### src/rtl/scaled_addsub_pkg.sv
// ============================================================================
// Module : scaled_addsub_pkg
// Brief  : Shared types and helpers for the scaled add/subtract unit.
// Rev    : 1.0  initial release
// ============================================================================
`default_nettype none

package scaled_addsub_pkg;

   typedef enum logic [1:0] {
      IDLE  = 2'd0,
      MUL_A = 2'd1,
      MUL_B = 2'd2,
      DONE  = 2'd3
   } state_t;

   typedef struct packed {
      logic carry;
      logic borrow;
      logic overflow;
   } flags_t;

   localparam int FLAG_ACC_W = 64;

   function automatic int ext_w(input int width, input int coef_w);
      return width + coef_w + 2;
   endfunction

   // acc arrives sign-extended to 64 bits so one function serves every WIDTH.
   function automatic flags_t derive_flags(input logic signed [FLAG_ACC_W-1:0] acc,
                                           input logic s,
                                           input int width);
      logic signed [FLAG_ACC_W-1:0] hi_u;
      logic signed [FLAG_ACC_W-1:0] hi_s;
      logic signed [FLAG_ACC_W-1:0] lo_s;
      flags_t f;
      hi_u = (64'sd1 <<< width) - 64'sd1;
      hi_s = (64'sd1 <<< (width - 1)) - 64'sd1;
      lo_s = -(64'sd1 <<< (width - 1));
      f    = '0;
      if (s) begin
         f.overflow = (acc < lo_s) || (acc > hi_s);
      end else begin
         f.carry  = (acc > hi_u);
         f.borrow = (acc < 64'sd0);
      end
      return f;
   endfunction

endpackage

`default_nettype wire

### src/rtl/scaled_addsub_seq_addsub.sv
// ============================================================================
// Module : addsub_nbit
// Brief  : Combinational N-bit adder/subtractor (invert B, carry in = sub).
// Rev    : 1.0  initial release
// ============================================================================
`default_nettype none

module addsub_nbit #(
   parameter int N = 8
) (
   input  logic [N-1:0] i_a,
   input  logic [N-1:0] i_b,
   input  logic         i_sub,
   output logic [N-1:0] o_y
);

   logic [N-1:0] w_b_eff;

   assign w_b_eff = i_b ^ {N{i_sub}};
   assign o_y     = i_a + w_b_eff + {{(N-1){1'b0}}, i_sub};

endmodule

`default_nettype wire

### src/rtl/scaled_addsub_seq.sv
// ============================================================================
// Module : scaled_addsub_seq
// Brief  : Serial shift-and-add unit computing KA*A +/- KB*B with range flags.
// Rev    : 1.0  initial release
// ============================================================================
`default_nettype none

module scaled_addsub_seq
   import scaled_addsub_pkg::*;
#(
   parameter int WIDTH  = 16,
   parameter int COEF_W = 4
) (
   input  logic              clk,
   input  logic              rst_n,
   input  logic              in_valid,
   output logic              in_ready,
   input  logic [WIDTH-1:0]  A,
   input  logic [WIDTH-1:0]  B,
   input  logic [COEF_W-1:0] KA,
   input  logic [COEF_W-1:0] KB,
   input  logic              sub,
   input  logic              s,
   output logic              out_valid,
   input  logic              out_ready,
   output logic [WIDTH-1:0]  Output,
   output logic              Carry,
   output logic              Borrow,
   output logic              Overflow,
   output logic              busy
);

   localparam int EXT_W = ext_w(WIDTH, COEF_W);
   localparam int IDX_W = (COEF_W > 1) ? $clog2(COEF_W) : 1;
   localparam logic [IDX_W-1:0] LAST_IDX = IDX_W'(COEF_W - 1);

   state_t r_state;
   state_t w_state_nxt;

   logic [WIDTH-1:0]  r_a;
   logic [WIDTH-1:0]  r_b;
   logic [COEF_W-1:0] r_ka;
   logic [COEF_W-1:0] r_kb;
   logic              r_sub;
   logic              r_s;
   logic [IDX_W-1:0]  r_idx;
   logic [EXT_W-1:0]  r_acc;

   logic [WIDTH-1:0]  r_output;
   logic              r_carry;
   logic              r_borrow;
   logic              r_overflow;
   logic              r_out_valid;

   logic [EXT_W-1:0]  w_a_ext;
   logic [EXT_W-1:0]  w_b_ext;
   logic [EXT_W-1:0]  w_addend;
   logic              w_sub_op;
   logic [EXT_W-1:0]  w_sum;
   logic              w_last;
   logic              w_accept;
   logic signed [FLAG_ACC_W-1:0] w_acc64;
   flags_t            w_flags;

   assign w_a_ext  = r_s ? {{(EXT_W-WIDTH){r_a[WIDTH-1]}}, r_a} : {{(EXT_W-WIDTH){1'b0}}, r_a};
   assign w_b_ext  = r_s ? {{(EXT_W-WIDTH){r_b[WIDTH-1]}}, r_b} : {{(EXT_W-WIDTH){1'b0}}, r_b};
   assign w_last   = (r_idx == LAST_IDX);
   assign w_accept = (r_state == IDLE) && in_valid;
   assign w_sub_op = (r_state == MUL_B) && r_sub;
   assign w_acc64  = {{(FLAG_ACC_W-EXT_W){r_acc[EXT_W-1]}}, r_acc};
   assign w_flags  = derive_flags(w_acc64, r_s, WIDTH);

   always_comb begin
      w_addend = '0;
      if (r_state == MUL_A && r_ka[r_idx]) begin
         w_addend = w_a_ext << r_idx;
      end else if (r_state == MUL_B && r_kb[r_idx]) begin
         w_addend = w_b_ext << r_idx;
      end
   end

   addsub_nbit #(.N(EXT_W)) u_addsub (
      .i_a   (r_acc),
      .i_b   (w_addend),
      .i_sub (w_sub_op),
      .o_y   (w_sum)
   );

   always_ff @(posedge clk) begin
      if (!rst_n) begin
         r_state <= IDLE;
      end else begin
         r_state <= w_state_nxt;
      end
   end

   always_comb begin
      w_state_nxt = r_state;
      case (r_state)
         IDLE:    if (in_valid)                   w_state_nxt = MUL_A;
         MUL_A:   if (w_last)                     w_state_nxt = MUL_B;
         MUL_B:   if (w_last)                     w_state_nxt = DONE;
         DONE:    if (r_out_valid && out_ready)   w_state_nxt = IDLE;
         default:                                 w_state_nxt = IDLE;
      endcase
   end

   // DONE spends one cycle registering the result before out_valid rises.
   always_ff @(posedge clk) begin
      if (!rst_n) begin
         r_a         <= '0;
         r_b         <= '0;
         r_ka        <= '0;
         r_kb        <= '0;
         r_sub       <= 1'b0;
         r_s         <= 1'b0;
         r_idx       <= '0;
         r_acc       <= '0;
         r_output    <= '0;
         r_carry     <= 1'b0;
         r_borrow    <= 1'b0;
         r_overflow  <= 1'b0;
         r_out_valid <= 1'b0;
      end else begin
         case (r_state)
            IDLE: begin
               if (w_accept) begin
                  r_a   <= A;
                  r_b   <= B;
                  r_ka  <= KA;
                  r_kb  <= KB;
                  r_sub <= sub;
                  r_s   <= s;
                  r_idx <= '0;
                  r_acc <= '0;
               end
            end
            MUL_A, MUL_B: begin
               r_acc <= w_sum;
               r_idx <= w_last ? '0 : r_idx + 1'b1;
            end
            DONE: begin
               if (!r_out_valid) begin
                  r_output    <= r_acc[WIDTH-1:0];
                  r_carry     <= w_flags.carry;
                  r_borrow    <= w_flags.borrow;
                  r_overflow  <= w_flags.overflow;
                  r_out_valid <= 1'b1;
               end else if (out_ready) begin
                  r_out_valid <= 1'b0;
               end
            end
            default: ;
         endcase
      end
   end

   assign in_ready  = (r_state == IDLE);
   assign busy      = (r_state != IDLE);
   assign out_valid = r_out_valid;
   assign Output    = r_output;
   assign Carry     = r_carry;
   assign Borrow    = r_borrow;
   assign Overflow  = r_overflow;

endmodule

`default_nettype wire

### config.mk
export PLATFORM = sky130hd
export DESIGN_NAME = scaled_addsub_seq
export DESIGN_NICKNAME = d
export VERILOG_FILES = /design/src/rtl/scaled_addsub_pkg.sv /design/src/rtl/scaled_addsub_seq_addsub.sv /design/src/rtl/scaled_addsub_seq.sv
export SDC_FILE = /design/constraint.sdc
export NUM_CORES = 1
export LEC_CHECK = 0
export BUFFER_PORTS_ARGS = -buffer_cell sky130_fd_sc_hd__buf_2
export CAP_MARGIN = 0
export CORE_UTILIZATION = 36
export DETAILED_ROUTE_END_ITERATION = 8
export PLACE_DENSITY = 0.57
export RECOVER_POWER = 50
export SETUP_SLACK_MARGIN = 0.02
export SLEW_MARGIN = 20
export SYNTH_ARGS = -nofsm -noshare
export SYNTH_HDL_FRONTEND = slang
export SYNTH_HIERARCHICAL = 1
export SYNTH_SLANG_ARGS = --single-unit
### constraint.sdc
create_clock -name clk -period 3.6 [get_ports clk]
set_input_delay 0.72 -clock clk [delete_from_list [all_inputs] [get_ports clk]]
set_output_delay 0.72 -clock clk [all_outputs]
set_load 0.05 [all_outputs]
Yosys cells after proc, flatten, opt, wreduce, memory -nomap -nowiden
Index checks and enable logic that the tools add are counted.

word-level totals
  output and inout port bits = 22
  register bits after elaboration = 88

cells by class
  reductions and logical operators = 14
  order comparisons = 5
  muxes and demuxes = 22
  equal/unequal tests = 9
  add/sub/neg operators = 3
  shifts and indexed selects = 2
  bitwise logic cells = 2

operator list
  operator                                                         count
  2-to-1 mux 22 bit                                                5
  one-hot mux 22 bit (2 select lines)                              1
  left shift 22 x 2 -> 22 bit                                      2
  adder 22 x 1 -> 22 bit                                           1
  adder 22 bit                                                     1
  greater-than comparator 22 x 16 -> 1 bit, second input constant  1
  greater-than comparator 22 x 17 -> 1 bit, second input constant  1
  less-than comparator 22 x 1 -> 1 bit, second input constant      1
  less-than comparator 22 x 16 -> 1 bit, second input constant     1
  bitwise XOR 22 bit                                               1
  2-to-1 mux 2 bit                                                 7
  inequality test 2 bit, second input constant                     4
  one-hot mux 2 bit (4 select lines)                               1
  == test 2 bit, second input constant                             3
  AND reduction 2 bit                                              3
  logical AND 1 bit                                                5
  2-to-1 mux 1 bit                                                 5
  binary-select mux 1 bit (select 2 bit)                           2
  one-hot mux 2 bit (2 select lines)                               1
  AND reduction 4 bit                                              1
  nonzero test 2 bit                                               2
  less-than comparator 2 x 3 -> 1 bit, second input constant       1
  adder 2 x 1 -> 2 bit, second input constant                      1
  == test 2 x 1 -> 1 bit, second input constant                    1
  other kinds (5)                                                  5

Longest topological paths before layout
  word-level depth = 9
  mapped depth = 19

Cells and area by module
Netlist, hierarchy kept.

by module, submodules not included
  module             cells each  instances  area an instance (um^2)
  scaled_addsub_seq  546         1          4533.1
  addsub_nbit        182         1          1355.0

Least setup slack after synthesis
No wires, ideal clock.

  kind = reg2reg
  start point = register r_state[0]
  end point = register r_acc[16]
  clock period less this slack = 3817 ps
  data required time = 3482 ps
  stages on the path, launching flop included = 17
  path slack = -217 ps
  buffers on the path = 0
  data arrival time = 3699 ps
  cells stage by stage = dfxtp_1 -> inv_1 -> ha_1 -> or2b_1 -> o22ai_4 -> nand2_2 -> a2111oi_2 -> mux2_2 -> fa_1 -> a211oi_1 -> o21bai_1 -> nand4_1 -> a21oi_1 -> or4_1 -> o211a_1 -> a22oi_1 -> nor2b_1

between the ends
  longest elaborated chain between the ends = 8
  elaborated cells between the ends (all ways) = 17
  classes of those cells = add/sub (2); eq/ne (3); mux (3); bitwise (1); reduce/logical (8)

ends and longest elaborated chain
  what                                     RTL line                        text
  from (decl)                              scaled_addsub_seq.sv:37         state_t r_state;
  from (signal assigned)                   scaled_addsub_seq.sv:93         r_state <= w_state_nxt;
  == test 2 bit                            scaled_addsub_seq.sv:77         end else if (r_state == MUL_B && r_kb[r_idx]) begin
  logical AND 1 bit                        scaled_addsub_seq.sv:77
  2-to-1 mux 22 bit                        scaled_addsub_seq.sv:77
  2-to-1 mux 22 bit (*)                    scaled_addsub_seq.sv:75         if (r_state == MUL_A && r_ka[r_idx]) begin
  via w_addend[0]                          scaled_addsub_seq.sv:57         logic [EXT_W-1:0] w_addend;
  bitwise XOR 22 bit (*)                   scaled_addsub_seq_addsub.sv:19  assign w_b_eff = i_b ^ {N{i_sub}};
  adder 22 bit (*)                         scaled_addsub_seq_addsub.sv:20  assign o_y = i_a + w_b_eff + {{(N-1){1'b0}}, i_sub};
  adder 22 x 1 -> 22 bit (*)               scaled_addsub_seq_addsub.sv:20
  via w_sum[16]                            scaled_addsub_seq.sv:59         logic [EXT_W-1:0] w_sum;
  one-hot mux 22 bit (2 select lines) (*)  scaled_addsub_seq.sv:125        case (r_state)
  to (signal assigned)                     scaled_addsub_seq.sv:139        r_acc <= w_sum;
  to (decl)                                scaled_addsub_seq.sv:47         logic [EXT_W-1:0] r_acc;

Mark *: on every way through the listed nets, which the timed path passes. The rest lies on a longest branch.
A chain may end at the register's enable or synchronous reset.

Worst setup path after layout
  start point = register r_state[0]
  end point = register r_acc[21]

Same word-level chain as after synthesis.

==> results.tsv <==
metric	value	unit
status	finished clean	
unique cell type count in the Yosys netlist	65	
Area Growth Syn to Fin	28.94	%
required time worst endpoint	3.84	ns
die area	0.01687	mm2
Pleak	3.125	nW
CTS Buffer Depth	2	
global placement routability congestion	0.8800	
CTS Hold Bufs	0	
maxcap violations	0	
hold crit path type	register to register	
die width	129.9	um
Final Setup Violations	0	
fmax	279.9	MHz
I/O Buffers	67	
sequential share of the synthesized area	29.92	%
Top FF cell, synth	dfxtp_1	
IO Pins	68	
Async SR Flop Fraction	0	%
Post-Syn Area	0.005888	mm2
Crit Path Category	register to register	
drt first pass iters	4	
Max transition margin	49.24	%
total number of vias	5311	
Placeable Area	0.01594	mm2
TNS Setup	0	ns
synth top area cells	dfxtp_1 30%, nand2_1 11%, a21boi_0 7.5%, ha_1 5.7%, mux2i_1 4.9%	
clock-pin slew on the worst setup and hold paths	0.06	ns
Tightest Pin Transition	0.7614	ns
R2R cell count	18	
Max Slew Vio Count	0	
CTS tree	done	
Synth top area share	29.92	%
Initial DRC Count	249	
Syn Nets	802	
CP max FO	8	
CTS Buf Count	9	
number of synthesized register bits	88	
global-route wire length before repair	24650	um
Chip Height	129.9	um
dominant cell by count in the synthesized netlist	nand2_1	
fin crit share	99.23	%
crit end category	register	
HPWL reported at the end of detailed placement	11210	um
initial antenna violation count	0	
Final Skew	0.01148	ns
Worst EP arrival	3.81	ns
# diodes	0	
Skew-Pair Late Insertion Delay	0.35	ns
initial core utilization	36.93	%
Post-Route WL	14970	um
Worst Hold Path Cells	2	
Routed wire per std cell	14.07	um
final-stage net count	917	
vias in the first global route	4942	
worst vdd ir	0.0002539	V
Hold Fails Final Rpt	0	
RSZ-0062 raised after global routing	yes	
cells after synthesis	728	
Cell Pwr Density	511.8	mW/mm2
YS warnings	6	
layout cell share with drive strength beyond 1	27.59	%
syn_area_per_cell	8.088	um2
largest area contributor in the netlist	dfxtp_1	
antenna-violating nets left	0	
Setup crit start kind	register	
FP Rows	46	
crit path time final	3.572	ns
# clock sinks	88	
Synth top cells by count	177 x nand2_1, 88 x dfxtp_1, 59 x a21boi_0, 36 x a21oi_1, 30 x nor2_1	
global-route congestion overflow total	0	
vias per cell	4.992	
EDFF count, synth	0	
drt drc	0	
CTS Root Cell	clkbuf_16	
total global-route track usage	18.67	%
pin count of the biggest net entering global routing	44	
H-tree levels	3	
final core utilization	47.62	%
-- timing repair --
action | CTS | global route
gates resized for setup | 20 | 53
endpoints found under the hold margin | 0 | 0
buffers inserted | 8 | 9
pin swaps | 13 | 51
setup endpoints to repair | 11 | 13
-- worst paths after layout --
kind	startpoint	to	slack [ns]
worst min-delay path	Output[8]	Output[8]	0.46
worst max-delay path	r_state[0]	r_acc[21]	0.03
worst max register to register	r_state[0]	r_acc[21]	0.03
worst min register to register	Output[8]	Output[8]	0.46
-- power by group --
part | switching, mW | internal (mW)
clock network | 0.403 | 0.629
registers | 0.133 | 1.10
logic | 0.955 | 0.671
total | 1.49 | 2.40
-- registers in the layout (all words and copies together) (netlist names) --
| name | flops |
|---|---|
| r_state | 2 |
| Carry | 1 |
| r_s | 1 |
| Output | 16 |
| r_acc | 22 |
| Borrow | 1 |
| r_kb | 4 |
| r_idx | 2 |
| Overflow | 1 |
| r_sub | 1 |
| r_ka | 4 |
| r_a | 16 |
| r_b | 16 |
| out_valid | 1 |
-- cell type report --
type	count	area, um2
fillers	1627	8351
well taps	216	270.3
inverters	8	30.03
clock inverters	6	91.34
clock buffers	10	239.0
flip-flops and latches	88	1767
multi-input cells	582	4145
repair buffers	154	1050
-- stage by stage --
stage | instance area [um2] | power, mW | instances | setup WS (ns) | hold WS, ns
floorplan | 5918 | 2.310 | 728 | 0.004483 | 0.4388
global placement | 6875 | 2.747 | 1032 | -0.1224 | 0.4488
detailed placement | 6875 | 2.755 | 1032 | -0.1508 | 0.4534
CTS | 7341 | 3.845 | 1056 | -0.02395 | 0.4621
global route | 7592 | 4.169 | 1064 | -0.1803 | 0.4775
finish | 7592 | 3.886 | 1064 | 0.02788 | 0.4585
-- cell families after synthesis --
group	Yosys count	synth area share (%)
AOI/OAI and AO/OA	193	23.52
muxes	43	8.988
adders and majority gates	28	6.077
buffers and inverters	58	4.739
xor gates and xnor gates	40	5.950
DFF	88	29.92
and+or+nand+nor	278	20.80
-- layout by cell type, fill, tap and decap left out, types with 8 or more instances in the layout --
| cell | synthesis | layout |
|---|---|---|
| xnor2_1 | 11 | 10 |
| mux2i_1 | 29 | 25 |
| nor2b_1 | 29 | 29 |
| ha_1 | 27 | 24 |
| a21oi_1 | 36 | 20 |
| o21ai_0 | 21 | 14 |
| dfxtp_1 | 88 | 84 |
| nand2_1 | 177 | 174 |
| a22oi_1 | 23 | 21 |
| nor2_1 | 30 | 26 |
| clkbuf_1 | 23 | 18 |
| a21o_1 | 8 | 8 |
| nand3_1 | 12 | 10 |
| a21oi_2 | 0 | 15 |
| xor2_1 | 29 | 26 |
| a21boi_0 | 59 | 59 |
| clkbuf_16 | 0 | 9 |
| buf_2 | 17 | 49 |
| buf_4 | 6 | 75 |
-- metal layers --
layer  GRT usage (%)  vias up  wire length (um)
li1                -     2774                 -
met4           5.882        0               197
met5               0        -                 0
met3           3.198       11               432
met1           25.13     2442              7304
met2           30.36       84              7039
-- worst max-delay path, stage by stage (launching register included) --
cell and delay, ns:
dfxtp_2 0.33, inv_2 0.07, ha_4 0.13, or2b_1 0.27, o22ai_4 0.25, buf_6 0.18
nand3_4 0.06, a21oi_2 0.12, xor2_1 0.18, ha_1 0.32, buf_6 0.16, a21oi_4 0.15
o221ai_2 0.13, a41oi_4 0.22, nor3_2 0.07, a221o_1 0.29, a311o_1 0.26, a22oi_1 0.18
nor2b_1 0.07
(Power assumes the default switching activity.)
